`config.mk`:
```
export PLATFORM = sky130hd
export DESIGN_NAME = axis_velocity_estimator
export DESIGN_NICKNAME = d
export VERILOG_FILES = /design/src/rtl/vibrometer_pkg.sv /design/src/rtl/axis_output_holder.sv /design/src/rtl/axis_velocity_estimator.sv
export SDC_FILE = /design/constraint.sdc
export NUM_CORES = 1
export LEC_CHECK = 0
export BUFFER_PORTS_ARGS = -buffer_cell sky130_fd_sc_hd__buf_2
export CAP_MARGIN = 0
export CORE_AREA = 2 2 106 108
export CTS_BUF_LIST = sky130_fd_sc_hd__clkbuf_16
export DETAILED_ROUTE_END_ITERATION = 10
export DIE_AREA = 0 0 108 110
export PLACE_DENSITY = 0.84
export SETUP_SLACK_MARGIN = 0.02
export SYNTH_ARGS = -nofsm -noshare
export SYNTH_HDL_FRONTEND = slang
export SYNTH_SLANG_ARGS = --single-unit
```
`constraint.sdc`:
```
create_clock -name aclk -period 15.8 [get_ports aclk]
set_clock_uncertainty 0.2 [all_clocks]
set_input_delay 3.16 -clock aclk [delete_from_list [all_inputs] [get_ports aclk]]
set_output_delay 3.16 -clock aclk [all_outputs]
set_load 0.01 [all_outputs]
```
`src/rtl/vibrometer_pkg.sv`:
```
// Shared types and helpers for the vibrometer velocity path: FSM states,
// window clamp and the wrap-aware position difference.
package vibrometer_pkg;

  typedef enum logic {PRIME, RUN} ve_state_e;

  localparam int VE_MAX_LOG_WINDOW = 16;

  // Position wraps modulo 2^16, so the raw difference read as signed is the true step.
  function automatic logic signed [15:0] pos_delta(input logic [15:0] cur,
                                                   input logic [15:0] prev);
    logic [15:0] diff;
    diff = cur - prev;
    return signed'(diff);
  endfunction

  function automatic logic [4:0] clamp_log(input logic [4:0] k);
    return (k > 5'(VE_MAX_LOG_WINDOW)) ? 5'(VE_MAX_LOG_WINDOW) : k;
  endfunction

endpackage

```
`src/rtl/axis_output_holder.sv`:
```
// Single-entry AXI4-Stream output register; a load while a word is still
// pending overwrites it and raises a one-cycle overrun pulse.
module axis_output_holder #(
  parameter int DATA_W = 32
) (
  input  logic              clk,
  input  logic              rst_n,
  input  logic              load_i,
  input  logic [DATA_W-1:0] data_i,
  input  logic              tready_i,
  output logic              tvalid_o,
  output logic [DATA_W-1:0] tdata_o,
  output logic              overrun_o
);

  logic              tvalid_q, tvalid_d;
  logic [DATA_W-1:0] tdata_q, tdata_d;

  always_comb begin
    tvalid_d = tvalid_q;
    tdata_d  = tdata_q;
    if (load_i) begin
      tvalid_d = 1'b1;
      tdata_d  = data_i;
    end else if (tvalid_q && tready_i) begin
      tvalid_d = 1'b0;
    end
  end

  always_ff @(posedge clk or negedge rst_n) begin
    if (!rst_n) begin
      tvalid_q <= 1'b0;
      tdata_q  <= '0;
    end else begin
      tvalid_q <= tvalid_d;
      tdata_q  <= tdata_d;
    end
  end

  // A load coinciding with a completed transfer is a clean hand-off, not an overrun.
  assign overrun_o = load_i && tvalid_q && !tready_i;
  assign tvalid_o  = tvalid_q;
  assign tdata_o   = tdata_q;

endmodule

```
`src/rtl/axis_velocity_estimator.sv`:
```
// Sums wrap-aware position deltas over 2^k samples and emits one signed
// velocity word per window on an AXI4-Stream master.
module axis_velocity_estimator
  import vibrometer_pkg::*;
#(
  parameter int S_AXIS_TDATA_WIDTH = 16,
  parameter int M_AXIS_TDATA_WIDTH = 32
) (
  input  logic                          aclk,
  input  logic                          aresetn,
  input  logic [4:0]                    VE_log_window,
  input  logic                          VE_clear,
  output logic                          VE_overrun,
  input  logic                          S_AXIS_tvalid,
  input  logic [S_AXIS_TDATA_WIDTH-1:0] S_AXIS_tdata,
  output logic                          S_AXIS_tready,
  input  logic                          M_AXIS_tready,
  output logic                          M_AXIS_tvalid,
  output logic [M_AXIS_TDATA_WIDTH-1:0] M_AXIS_tdata
);

  ve_state_e                              state_q, state_d;
  logic        [S_AXIS_TDATA_WIDTH-1:0]   prev_q, prev_d;
  logic signed [M_AXIS_TDATA_WIDTH-1:0]   acc_q, acc_d;
  logic        [16:0]                     cnt_q, cnt_d;
  logic        [4:0]                      k_lat_q, k_lat_d;
  logic                                   overrun_q, overrun_d;

  logic signed [15:0]                     delta_p0;
  logic signed [M_AXIS_TDATA_WIDTH-1:0]   delta_ext_p0;
  logic signed [M_AXIS_TDATA_WIDTH-1:0]   sum_p0;
  logic                                   win_last;
  logic                                   load;
  logic                                   overrun_pulse;

  assign S_AXIS_tready = 1'b1;

  assign delta_p0     = pos_delta(S_AXIS_tdata, prev_q);
  assign delta_ext_p0 = {{(M_AXIS_TDATA_WIDTH-16){delta_p0[15]}}, delta_p0};
  assign sum_p0       = acc_q + delta_ext_p0;
  assign win_last     = (cnt_q == ((17'd1 << k_lat_q) - 17'd1));

  always_comb begin
    state_d = state_q;
    prev_d  = prev_q;
    acc_d   = acc_q;
    cnt_d   = cnt_q;
    k_lat_d = k_lat_q;
    load    = 1'b0;
    case (state_q)
      PRIME: begin
        if (S_AXIS_tvalid) begin
          prev_d  = S_AXIS_tdata;
          acc_d   = '0;
          cnt_d   = '0;
          k_lat_d = clamp_log(VE_log_window);
          state_d = RUN;
        end
      end
      RUN: begin
        if (S_AXIS_tvalid) begin
          prev_d = S_AXIS_tdata;
          // Window size only changes at a boundary so a window is never split.
          if (win_last) begin
            load    = 1'b1;
            acc_d   = '0;
            cnt_d   = '0;
            k_lat_d = clamp_log(VE_log_window);
          end else begin
            acc_d = sum_p0;
            cnt_d = cnt_q + 17'd1;
          end
        end
      end
      default: state_d = PRIME;
    endcase
  end

  always_comb begin
    overrun_d = overrun_q;
    if (overrun_pulse)  overrun_d = 1'b1;
    else if (VE_clear)  overrun_d = 1'b0;
  end

  always_ff @(posedge aclk or negedge aresetn) begin
    if (!aresetn) begin
      state_q   <= PRIME;
      prev_q    <= '0;
      acc_q     <= '0;
      cnt_q     <= '0;
      k_lat_q   <= '0;
      overrun_q <= 1'b0;
    end else begin
      state_q   <= state_d;
      prev_q    <= prev_d;
      acc_q     <= acc_d;
      cnt_q     <= cnt_d;
      k_lat_q   <= k_lat_d;
      overrun_q <= overrun_d;
    end
  end

  axis_output_holder #(
    .DATA_W(M_AXIS_TDATA_WIDTH)
  ) u_holder (
    .clk      (aclk),
    .rst_n    (aresetn),
    .load_i   (load),
    .data_i   (sum_p0),
    .tready_i (M_AXIS_tready),
    .tvalid_o (M_AXIS_tvalid),
    .tdata_o  (M_AXIS_tdata),
    .overrun_o(overrun_pulse)
  );

  assign VE_overrun = overrun_q;

endmodule

```
==> qor.csv, run 1 <==
metric;value;unit
yosys.area.top_type;dfrtp_1;
clock_power_share;17.9;%
hold_violations;0;
crit_fanout;17;
antenna_found_initial;0;
die_h;110;um
postCtsSetupBuffers;0;
layout-drive-gt1-share;12.9;%
yosysWarningCount;0;
cp.required;15.83;ns
dr.pass1.iters;6;
crit_arrival;7.88;ns
final_antenna_net_count;0;
holdBufCountCts;0;
p_switching;0.572;mW
hold_path_class;reg -> reg;
antennaDiodeCount;0;
synth_area;6820;sq um
yosys-top-cells-area;dfrtp_1 39%, ha_1 8.8%, nand2_1 4.5%;
gp_congestion;0.945;
dp_hpwl;11.0;mm
avgSynthCellArea;9.17;sq um
cts.reportedPaths.clkPinSlew;0.07;ns
fp.dieArea;11900;sq um
grt_usage;27.0;%
p_int;0.761;mW
vias;5568;
critPathKind;in -> reg;
tightest_slew;1.15;ns
drt-vias-per-instance;6.00;
synth_fp_nets;820;
row_count;38;
final_cells;928;
leakage;3.52;nW
maxSlewViolCount;0;
crit_path_start;S_AXIS_tdata[1];
critPathLaunchType;primary input;
holdWs;0.276;ns
die_w;108;um
htreeDepth;3;
grt_pass1_vias;5610;
clock.fmax;0.127;GHz
crit_end;acc_q[31]$_DFFE_PN0P_;
place.port_buffers;59;
synth_cells;744;
drt_iter0_markers;266;
period_minus_slack;7.85;ns
setup_tns;0;ns
slew_headroom;23.4;%
status;finished clean;
io_pins;61;
async_flop_share;100;%
r2r-start;prev_q[1]$_DFFE_PN0P_;
synth-edff-count;0;
clk_latency;0.36;ns
dp.cells;912;
cts_resized;0;
cts_root_buffer;clkbuf_16;
routed_wl;15.0;mm
ys_types;62;
yosys_most_used_dff;dfrtp_1;
finalSetupViolCount;0;
core-area;10700;sq um
yosysSeqAreaShare;38.5;%
synth_seq_cells;105;
maxCapViolations;0;
seq_power_share;27.8;%
rr_worst_depth;20;
cts_tree;built;
wl_per_cell;16.2;um
power_density;180;nW/um^2
grt.busiest_layer;met2;
rsz0062_at_grt;no;
fin_crit_sh;49.7;%
use_met1;34.6;%
power_frac_comb;54.4;%
grt_first_pass_wirelength;25.4;mm
drc;0;
cts.sinks;105;
start_util;63.7;%
crit_path_end_kind;register;
nets;859;
cts_buffer_depth;2;
grtUsageMet3;3.41;%
syn_to_final_growth;8.75;%
grt_max_degree;78;
post-synth-top-area-fraction;38.5;%
sw_frac_of_total;42.9;%
rr_endpoint;acc_q[31]$_DFFE_PN0P_;
cts_buffers;9;
overflow;0;
use_met2;45.8;%
peakVddDrop;0.0000671;V
reg2reg_slack;10.44;ns
-- synth_stat cells (all sizes together) (2+ instances only) --
cell,number
o21a,7
a211oi,5
nand3,20
inv,39
xor2,32
a31oi,4
or3,5
or2,3
o211ai,4
o21bai,8
ha,48
nor3,11
nor2b,11
a21boi,4
or4,3
mux2i,4
o31ai,4
and2,5
a31o,3
mux2,8
nand2,81
nand2b,7
and3,5
nor4,2
clkbuf,18
fa,2
a22o,3
o2bb2ai,29
a21oi,44
a21o,17
o22ai,3
nor2,42
o31a,3
xnor2,33
dfrtp,105
o21ai,80
buf,17
a41oi,2
nand4,10
-- power by group through the flow --
| stage | clock [mW] | sequential [mW] | combinational [mW] |
|---|---|---|---|
| finish | 0.238 | 0.370 | 0.724 |
| global route | 0.252 | 0.375 | 0.806 |
| CTS | 0.241 | 0.369 | 0.716 |
| detailed placement | 0 | 0.371 | 0.715 |
| global placement | 0 | 0.370 | 0.682 |
| floorplan | 0 | 0.356 | 0.573 |
-- registers in the layout, summed over array words and instances, names as in the netlist --
register	cells
prev_q	16
cnt_q	17
state_q	1
acc_q	32
VE_overrun	1
u_holder.tdata_o	32
k_lat_q	5
u_holder.tvalid_o	1
-- metal layers --
| layer | part of all wire (%) | routed length [um] | up-vias |
|---|---|---|---|
| met3 | 3.9 | 589 | 30 |
| met1 | 44 | 6660 | 2682 |
| met4 | 2.3 | 345 | 0 |
| met5 | 0 | 0 | - |
| li1 | - | - | 2731 |
| met2 | 49 | 7410 | 125 |
-- layout by cell type, fill, tap and decap left out, types with 7 or more instances in the layout --
cell	n
dfrtp_1	105
nand2_1	81
buf_2	58
o21ai_0	49
ha_1	48
a21oi_1	43
inv_1	41
nor2_1	41
xnor2_1	33
xor2_1	32
o2bb2ai_1	29
o21ai_1	24
nand3_1	20
a21o_1	17
nor2b_1	11
nor3_1	11
nand4_1	10
clkbuf_16	9
o21bai_1	8
o21a_1	7
nand2b_1	7
o21ai_2	7
-- metrics by stage --
step / utilization [%] / worst slack [ns] / power, mW / instance area [sq um]
CTS: 69.3 / 8.02 / 1.33 / 7420
global route: 69.3 / 7.51 / 1.43 / 7420
finish: 69.3 / 7.95 / 1.33 / 7420
detailed placement: 66.4 / 7.64 / 1.09 / 7100
floorplan: - / 7.82 / 0.929 / 6820
global placement: 66.4 / 7.91 / 1.05 / 7100
-- cell type report --
cell class / count / area [sq um]
Tap cell: 140 / 175
Inverter: 39 / 146
Sequential cell: 105 / 2630
Clock inverter: 7 / 87.6
Multi-Input combinational cell: 565 / 3830
Timing Repair Buffer: 63 / 328
Clock buffer: 9 / 225
Fill cell: 836 / 3280
-- worst min path at each step --
stage                                           startpoint                               end  slack [ns]  cells after the start
after floorplan                      acc_q[10]$_DFFE_PN0P_             acc_q[10]$_DFFE_PN0P_        0.26                      1
after global placement    u_holder.tdata_o[26]$_DFFE_PN0P_  u_holder.tdata_o[26]$_DFFE_PN0P_        0.26                      2
after detailed placement  u_holder.tdata_o[28]$_DFFE_PN0P_  u_holder.tdata_o[28]$_DFFE_PN0P_        0.26                      2
after CTS                 u_holder.tdata_o[28]$_DFFE_PN0P_  u_holder.tdata_o[28]$_DFFE_PN0P_        0.28                      2
after global routing                 acc_q[12]$_DFFE_PN0P_             acc_q[12]$_DFFE_PN0P_        0.31                      1
final                     u_holder.tdata_o[28]$_DFFE_PN0P_  u_holder.tdata_o[28]$_DFFE_PN0P_        0.28                      2
-- critical path: stages --
cell	delay [ns]
buf_2	0.12
ha_1	0.29
nor2b_1	0.15
o31a_1	0.29
o41ai_1	0.34
o21ai_0	0.22
o22ai_1	0.29
o21ai_0	0.17
xnor2_1	0.19
buf_4	0.28
ha_1	0.33
a21o_1	0.18
a21o_1	0.16
a2111oi_0	0.73
a21oi_1	0.17
o21ai_0	0.25
o31a_1	0.18
a211o_1	0.11
xnor2_1	0.16
o2bb2ai_1	0.10
-- cells by family (layout without fill, tap and decap cells) --
group	after synthesis	after routing	share of synthesized area, %
compound gates	230	230	22.1
simple gates	207	207	14.2
flops	105	105	38.5
buf+inv	74	118	5.38
xor+xnor	65	65	8.35
fa+ha+maj	50	50	9.39
mux	12	12	2.02
other cells	1	1	0.0550
Power figures use the tool's default switching activity.
==> inputs of run 2 (changes only) <==
--- a/config.mk
+++ b/config.mk
@@ -7,11 +7,11 @@
 export LEC_CHECK = 0
 export BUFFER_PORTS_ARGS = -buffer_cell sky130_fd_sc_hd__buf_2
 export CAP_MARGIN = 0
-export CORE_AREA = 2 2 106 108
+export CORE_AREA = 2 2 115 117
 export CTS_BUF_LIST = sky130_fd_sc_hd__clkbuf_16
 export DETAILED_ROUTE_END_ITERATION = 10
-export DIE_AREA = 0 0 108 110
-export PLACE_DENSITY = 0.84
+export DIE_AREA = 0 0 117 119
+export PLACE_DENSITY = 0.76
 export SETUP_SLACK_MARGIN = 0.02
 export SYNTH_ARGS = -nofsm -noshare
 export SYNTH_HDL_FRONTEND = slang
==> constraint.sdc (replaced) <==
create_clock -name aclk -period 6.4 [get_ports aclk]
set_clock_uncertainty 0.2 [all_clocks]
set_input_delay 1.28 -clock aclk [delete_from_list [all_inputs] [get_ports aclk]]
set_output_delay 1.28 -clock aclk [all_outputs]
set_load 0.01 [all_outputs]
==> qor.csv, run 2 (synthesis gave the netlist of run 1 again) <==
metric;value;unit
layout_commonest_cell;dfrtp_1;
cts_buffers;9;
drc;0;
power_density;438;nW/um^2
rsz0062_at_grt;no;
multi_input_area;3830;sq um
setup_tns;0;ns
reg2reg_slack;1.24;ns
final_cells;966;
slew_headroom;25.4;%
nets;861;
htreeDepth;3;
grt_max_degree;64;
start_util;53.0;%
tightest_slew;1.12;ns
critPathLaunchType;primary input;
crit_path_end_kind;register;
period_minus_slack;5.84;ns
crit_fanout;5;
clock.fmax;0.171;GHz
grt_usage;22.2;%
cts_buffer_depth;2;
hold_violations;0;
overflow;0;
cts.reportedPaths.clkPinSlew;0.07;ns
status;finished clean;
peakVddDrop;0.000160;V
final_antenna_net_count;0;
dp_hpwl;10.9;mm
clk_latency;0.36;ns
fillers;1133;
drt-vias-per-instance;5.73;
routed_wl;14.7;mm
critPathSlowestCell;or4_1;
wl_per_cell;15.3;um
critPathKind;in -> reg;
final_cell_mix;105 x dfrtp_1, 81 x nand2_1, 58 x buf_2;
cp_cell_sequence;buf_2 -> inv_1 -> ha_1 -> fa_1 -> nor2b_1 -> o21ai_0 -> a21boi_0 -> o21ai_0 -> a211oi_1 -> or4_1 -> a31oi_1 -> o21bai_1 -> xor2_1 -> ha_1 -> a21o_1 -> a21o_1 -> a21oi_1 -> o21ai_0 -> a21oi_1 -> o21ai_0 -> a41oi_1 -> xnor2_1 -> mux2_4;
maxSlewViolCount;0;
dr.pass1.iters;4;
cts_tree;built;
core-area;12900;sq um
cts.sinks;105;
gp_congestion;0.947;
seq_area;2630;sq um
path_common_cell;o21ai_0;
place.port_buffers;59;
leakage;3.53;nW
cp.required;6.44;ns
holdBufCountCts;0;
cts_resized;0;
io_pins;61;
hold_path_class;reg -> reg;
dp.cells;950;
grt_pass1_vias;5321;
postCtsSetupBuffers;0;
finalSetupViolCount;0;
antennaDiodeCount;0;
fin_area;7470;sq um
antenna_found_initial;0;
grt_first_pass_wirelength;24.7;mm
vias;5533;
cts_root_buffer;clkbuf_16;
layout-drive-gt1-share;13.4;%
fp.dieArea;13900;sq um
fin_crit_sh;91.3;%
row_count;42;
syn_to_final_growth;9.50;%
pre_cts_slack;0.296;ns
setup_slack;0.559;ns
maxCapViolations;0;
slowest_delay;0.51;ns
placed_area;7160;sq um
die_h;119;um
drt_iter0_markers;349;
crit_arrival;5.88;ns
die_w;117;um
## run 2: cell count changes in the layout (fill, tap and decap cells not counted), sizes merged
cell / previous run / this run
bufinv: 2 / 1
clkinvlp: 2 / 0
clkinv: 1 / 4
buf: 63 / 65
## run 2: final timing paths
check | from | to | depth (start not counted)
max | S_AXIS_tdata[0] | u_holder.tdata_o[27]$_DFFE_PN0P_ | 23
min | u_holder.tdata_o[24]$_DFFE_PN0P_ | u_holder.tdata_o[24]$_DFFE_PN0P_ | 2
max reg2reg | prev_q[2]$_DFFE_PN0P_ | u_holder.tdata_o[27]$_DFFE_PN0P_ | 21
min reg2reg | u_holder.tdata_o[24]$_DFFE_PN0P_ | u_holder.tdata_o[24]$_DFFE_PN0P_ | 2
max in group asynchronous | aresetn | k_lat_q[4]$_DFFE_PN0P_ | 2
min in group asynchronous | aresetn | u_holder.tdata_o[29]$_DFFE_PN0P_ | 1
## run 2: through the flow
stage / hold WS, ns / power (mW) / utilization (%)
final: 0.275 / 3.27 / 58.0
after global routing: 0.304 / 3.53 / 58.0
after CTS: 0.278 / 3.27 / 58.0
after detailed placement: 0.262 / 2.68 / 55.6
after global placement: 0.256 / 2.63 / 55.6
after floorplan: 0.261 / 2.29 / -
## run 2: cell type report
class,instances,area share [%]
clock buffer,9,3.02
clock inverter,7,1.06
inverter,39,1.96
multi-input combinational,565,51.2
sequential,105,35.2
tap,176,2.95
timing repair buffer,65,4.59
## run 2: worst max-delay path, delay by kind of cell
| kind | cells | cell delay (ns) |
|---|---|---|
| compound gates | 13 | 2.54 |
| fa+ha+maj | 3 | 0.72 |
| simple gates | 2 | 0.57 |
| xor+xnor | 2 | 0.33 |
| mux | 1 | 0.28 |
| buf+inv | 2 | 0.15 |
## run 2: per-layer routing
layer	vias up	share of wire [%]	routed length, um	GRT usage (%)
met5	-	0	0	0
met4	0	1.9	286	7.87
met3	24	4.0	583	3.26
met2	118	46	6840	35.8
met1	2671	48	7030	30.5
li1	2720	-	-	-
## run 2: power breakdown
part	total [mW]	switching, mW	internal (mW)
registers	0.910	0.110	0.799
clock network	0.569	0.262	0.308
logic	1.79	1.04	0.747
total	3.27	1.41	1.85
==> inputs of run 3 (changes only) <==
--- a/config.mk
+++ b/config.mk
@@ -11,6 +11,7 @@
 export CTS_BUF_LIST = sky130_fd_sc_hd__clkbuf_16
 export DETAILED_ROUTE_END_ITERATION = 10
 export DIE_AREA = 0 0 117 119
+export GPL_TIMING_DRIVEN = 0
 export PLACE_DENSITY = 0.76
 export SETUP_SLACK_MARGIN = 0.02
 export SYNTH_ARGS = -nofsm -noshare
==> qor.csv, run 3 (synthesis gave the netlist of run 1 again) <==
metric;value;unit
status;finished clean;
cts_buffer_depth;2;
dr.pass1.iters;6;
cp.required;6.44;ns
hold_path_class;reg -> reg;
slew_headroom;48.6;%
die_h;119;um
crit_fanout;17;
slowest_delay;0.71;ns
hold_violations;0;
place.port_buffers;59;
dp_hpwl;11.9;mm
crit_path_end_kind;register;
rr_endpoint;acc_q[31]$_DFFE_PN0P_;
antennaDiodeCount;0;
finalSetupViolCount;0;
rr_worst_depth;19;
critPathKind;in -> reg;
final_cells;997;
worstHoldStart;u_holder.tdata_o[25]$_DFFE_PN0P_;
overflow;0;
min_to;u_holder.tdata_o[25]$_DFFE_PN0P_;
gp_congestion;0.935;
final_cell_mix;105 x dfrtp_1, 81 x nand2_1, 63 x buf_2;
grt_max_degree;55;
start_util;53.0;%
maxSlewViolCount;0;
maxCapViolations;0;
peakVddDrop;0.000211;V
reg2reg_slack;0.98;ns
hold_depth;2;
cts_buffers;9;
multi_input_area;3840;sq um
drt-vias-per-instance;5.69;
power_density;430;nW/um^2
layout_commonest_cell;dfrtp_1;
period_minus_slack;6.02;ns
syn_to_final_growth;12.9;%
io_pins;61;
grt_pass1_vias;5635;
nets;892;
grt_usage;24.1;%
fin_crit_sh;94.0;%
crit_buf_inv;2;
antenna_found_initial;0;
fillers;1129;
cts_tree;built;
routed_wl;15.8;mm
vias;5676;
path_delay_family;compound AO/OA/AOI/OAI gates;
critPathLaunchType;primary input;
die_w;117;um
drt_iter0_markers;467;
tightest_slew;0.752;ns
clock.fmax;0.166;GHz
holdWs;0.272;ns
cp_cell_sequence;buf_2 -> ha_1 -> nor2b_1 -> o31a_1 -> o41ai_1 -> o21ai_0 -> o22ai_1 -> o21ai_0 -> xnor2_2 -> buf_8 -> ha_1 -> a21o_1 -> a21o_1 -> a2111oi_0 -> nor2_1 -> o31a_1 -> a211o_1 -> xnor2_1 -> o2bb2ai_1;
drc;0;
grt_first_pass_wirelength;26.6;mm
cts.sinks;105;
layout-drive-gt1-share;14.6;%
clk_latency;0.36;ns
dp.cells;981;
wl_per_cell;15.9;um
critPathSlowestCell;a2111oi_0;
r2r-start;prev_q[1]$_DFFE_PN0P_;
leakage;3.63;nW
row_count;42;
cts_root_buffer;clkbuf_16;
htreeDepth;3;
final_antenna_net_count;0;
crit_arrival;6.06;ns
setup_slack;0.382;ns
pre_cts_slack;-0.00469;ns
core-area;12900;sq um
rsz0062_at_grt;no;
fp.dieArea;13900;sq um
seq_area;2630;sq um
holdBufCountCts;0;
cts.reportedPaths.clkPinSlew;0.07;ns
-- run 3: changes by cell type in the layout (fill, tap and decap cells not counted), sizes merged --
cell and delta:
buf +13, clkbuf +18, clkinv -1, inv -1, clkinvlp +2
-- run 3: cell type report --
type / count / area share (%)
multi-input combinational: 565 / 49.8
buffer: 35 / 2.86
clock inverter: 7 / 1.04
tap: 176 / 2.86
timing repair buffer: 61 / 4.42
sequential: 105 / 34.1
clock buffer: 9 / 2.93
inverter: 39 / 1.90
-- run 3: stage by stage --
| step | power, mW | cell area, sq um | util, % | TNS (ns) |
|---|---|---|---|---|
| after floorplan | 2.29 | 6820 | - | 0 |
| after global placement | 2.64 | 7330 | 57.0 | -14.66 |
| after detailed placement | 2.71 | 7390 | 57.4 | -0.00469 |
| after CTS | 3.30 | 7690 | 59.7 | 0 |
| after global routing | 3.58 | 7700 | 59.8 | 0 |
| final | 3.31 | 7700 | 59.8 | 0 |
-- run 3: per-layer routing --
metal,global-route usage (%),part of all wire (%)
met3,3.16,3.8
met1,32.6,46
met4,10.8,3.0
met5,0,0
met2,38.2,47
-- run 3: worst max path at each step --
| stage | start | end | slack [ns] | depth (start not counted) |
|---|---|---|---|---|
| 6_report | S_AXIS_tdata[1] | acc_q[31]$_DFFE_PN0P_ | 0.38 | 19 |
| 5_1_grt | S_AXIS_tdata[1] | acc_q[31]$_DFFE_PN0P_ | 0.04 | 19 |
| 4_1_cts | S_AXIS_tdata[0] | u_holder.tdata_o[27]$_DFFE_PN0P_ | 0.36 | 23 |
| 3_5_place_dp | S_AXIS_tdata[0] | u_holder.tdata_o[27]$_DFFE_PN0P_ | -0.005 | 23 |
| 3_3_place_gp | S_AXIS_tdata[1] | acc_q[31]$_DFFE_PN0P_ | -1.0 | 18 |
| 2_1_floorplan | S_AXIS_tdata[1] | acc_q[31]$_DFFE_PN0P_ | 0.30 | 17 |
-- run 3: worst reg2reg max path: cells and delay by family, from the launching register on --
family | cells | cell delay [ns]
AO/OA/AOI/OAI | 11 | 3.20
adder cells (fa/ha/maj) | 2 | 0.58
XOR/XNOR | 2 | 0.44
flip-flops | 1 | 0.38
buffers and inverters | 2 | 0.27
AND/OR/NAND/NOR | 2 | 0.24
-- run 3: what timing repair did --
| item | 4_1_cts | 5_1_grt |
|---|---|---|
| endpoints found under the hold margin | 0 | 0 |
| endpoints found under the setup margin | 0 | 5 |
| gates resized for setup | 0 | 1 |
| buffers inserted | 0 | 0 |
-- run 3: where the power goes --
| group | total (mW) | internal, mW | switching, mW | leakage [nW] |
|---|---|---|---|---|
| Clock | 0.575 | 0.307 | 0.268 | 0.142 |
| Combinational | 1.84 | 0.747 | 1.09 | 2.14 |
| Sequential | 0.895 | 0.799 | 0.0960 | 1.35 |
| Total | 3.31 | 1.85 | 1.46 | 3.63 |
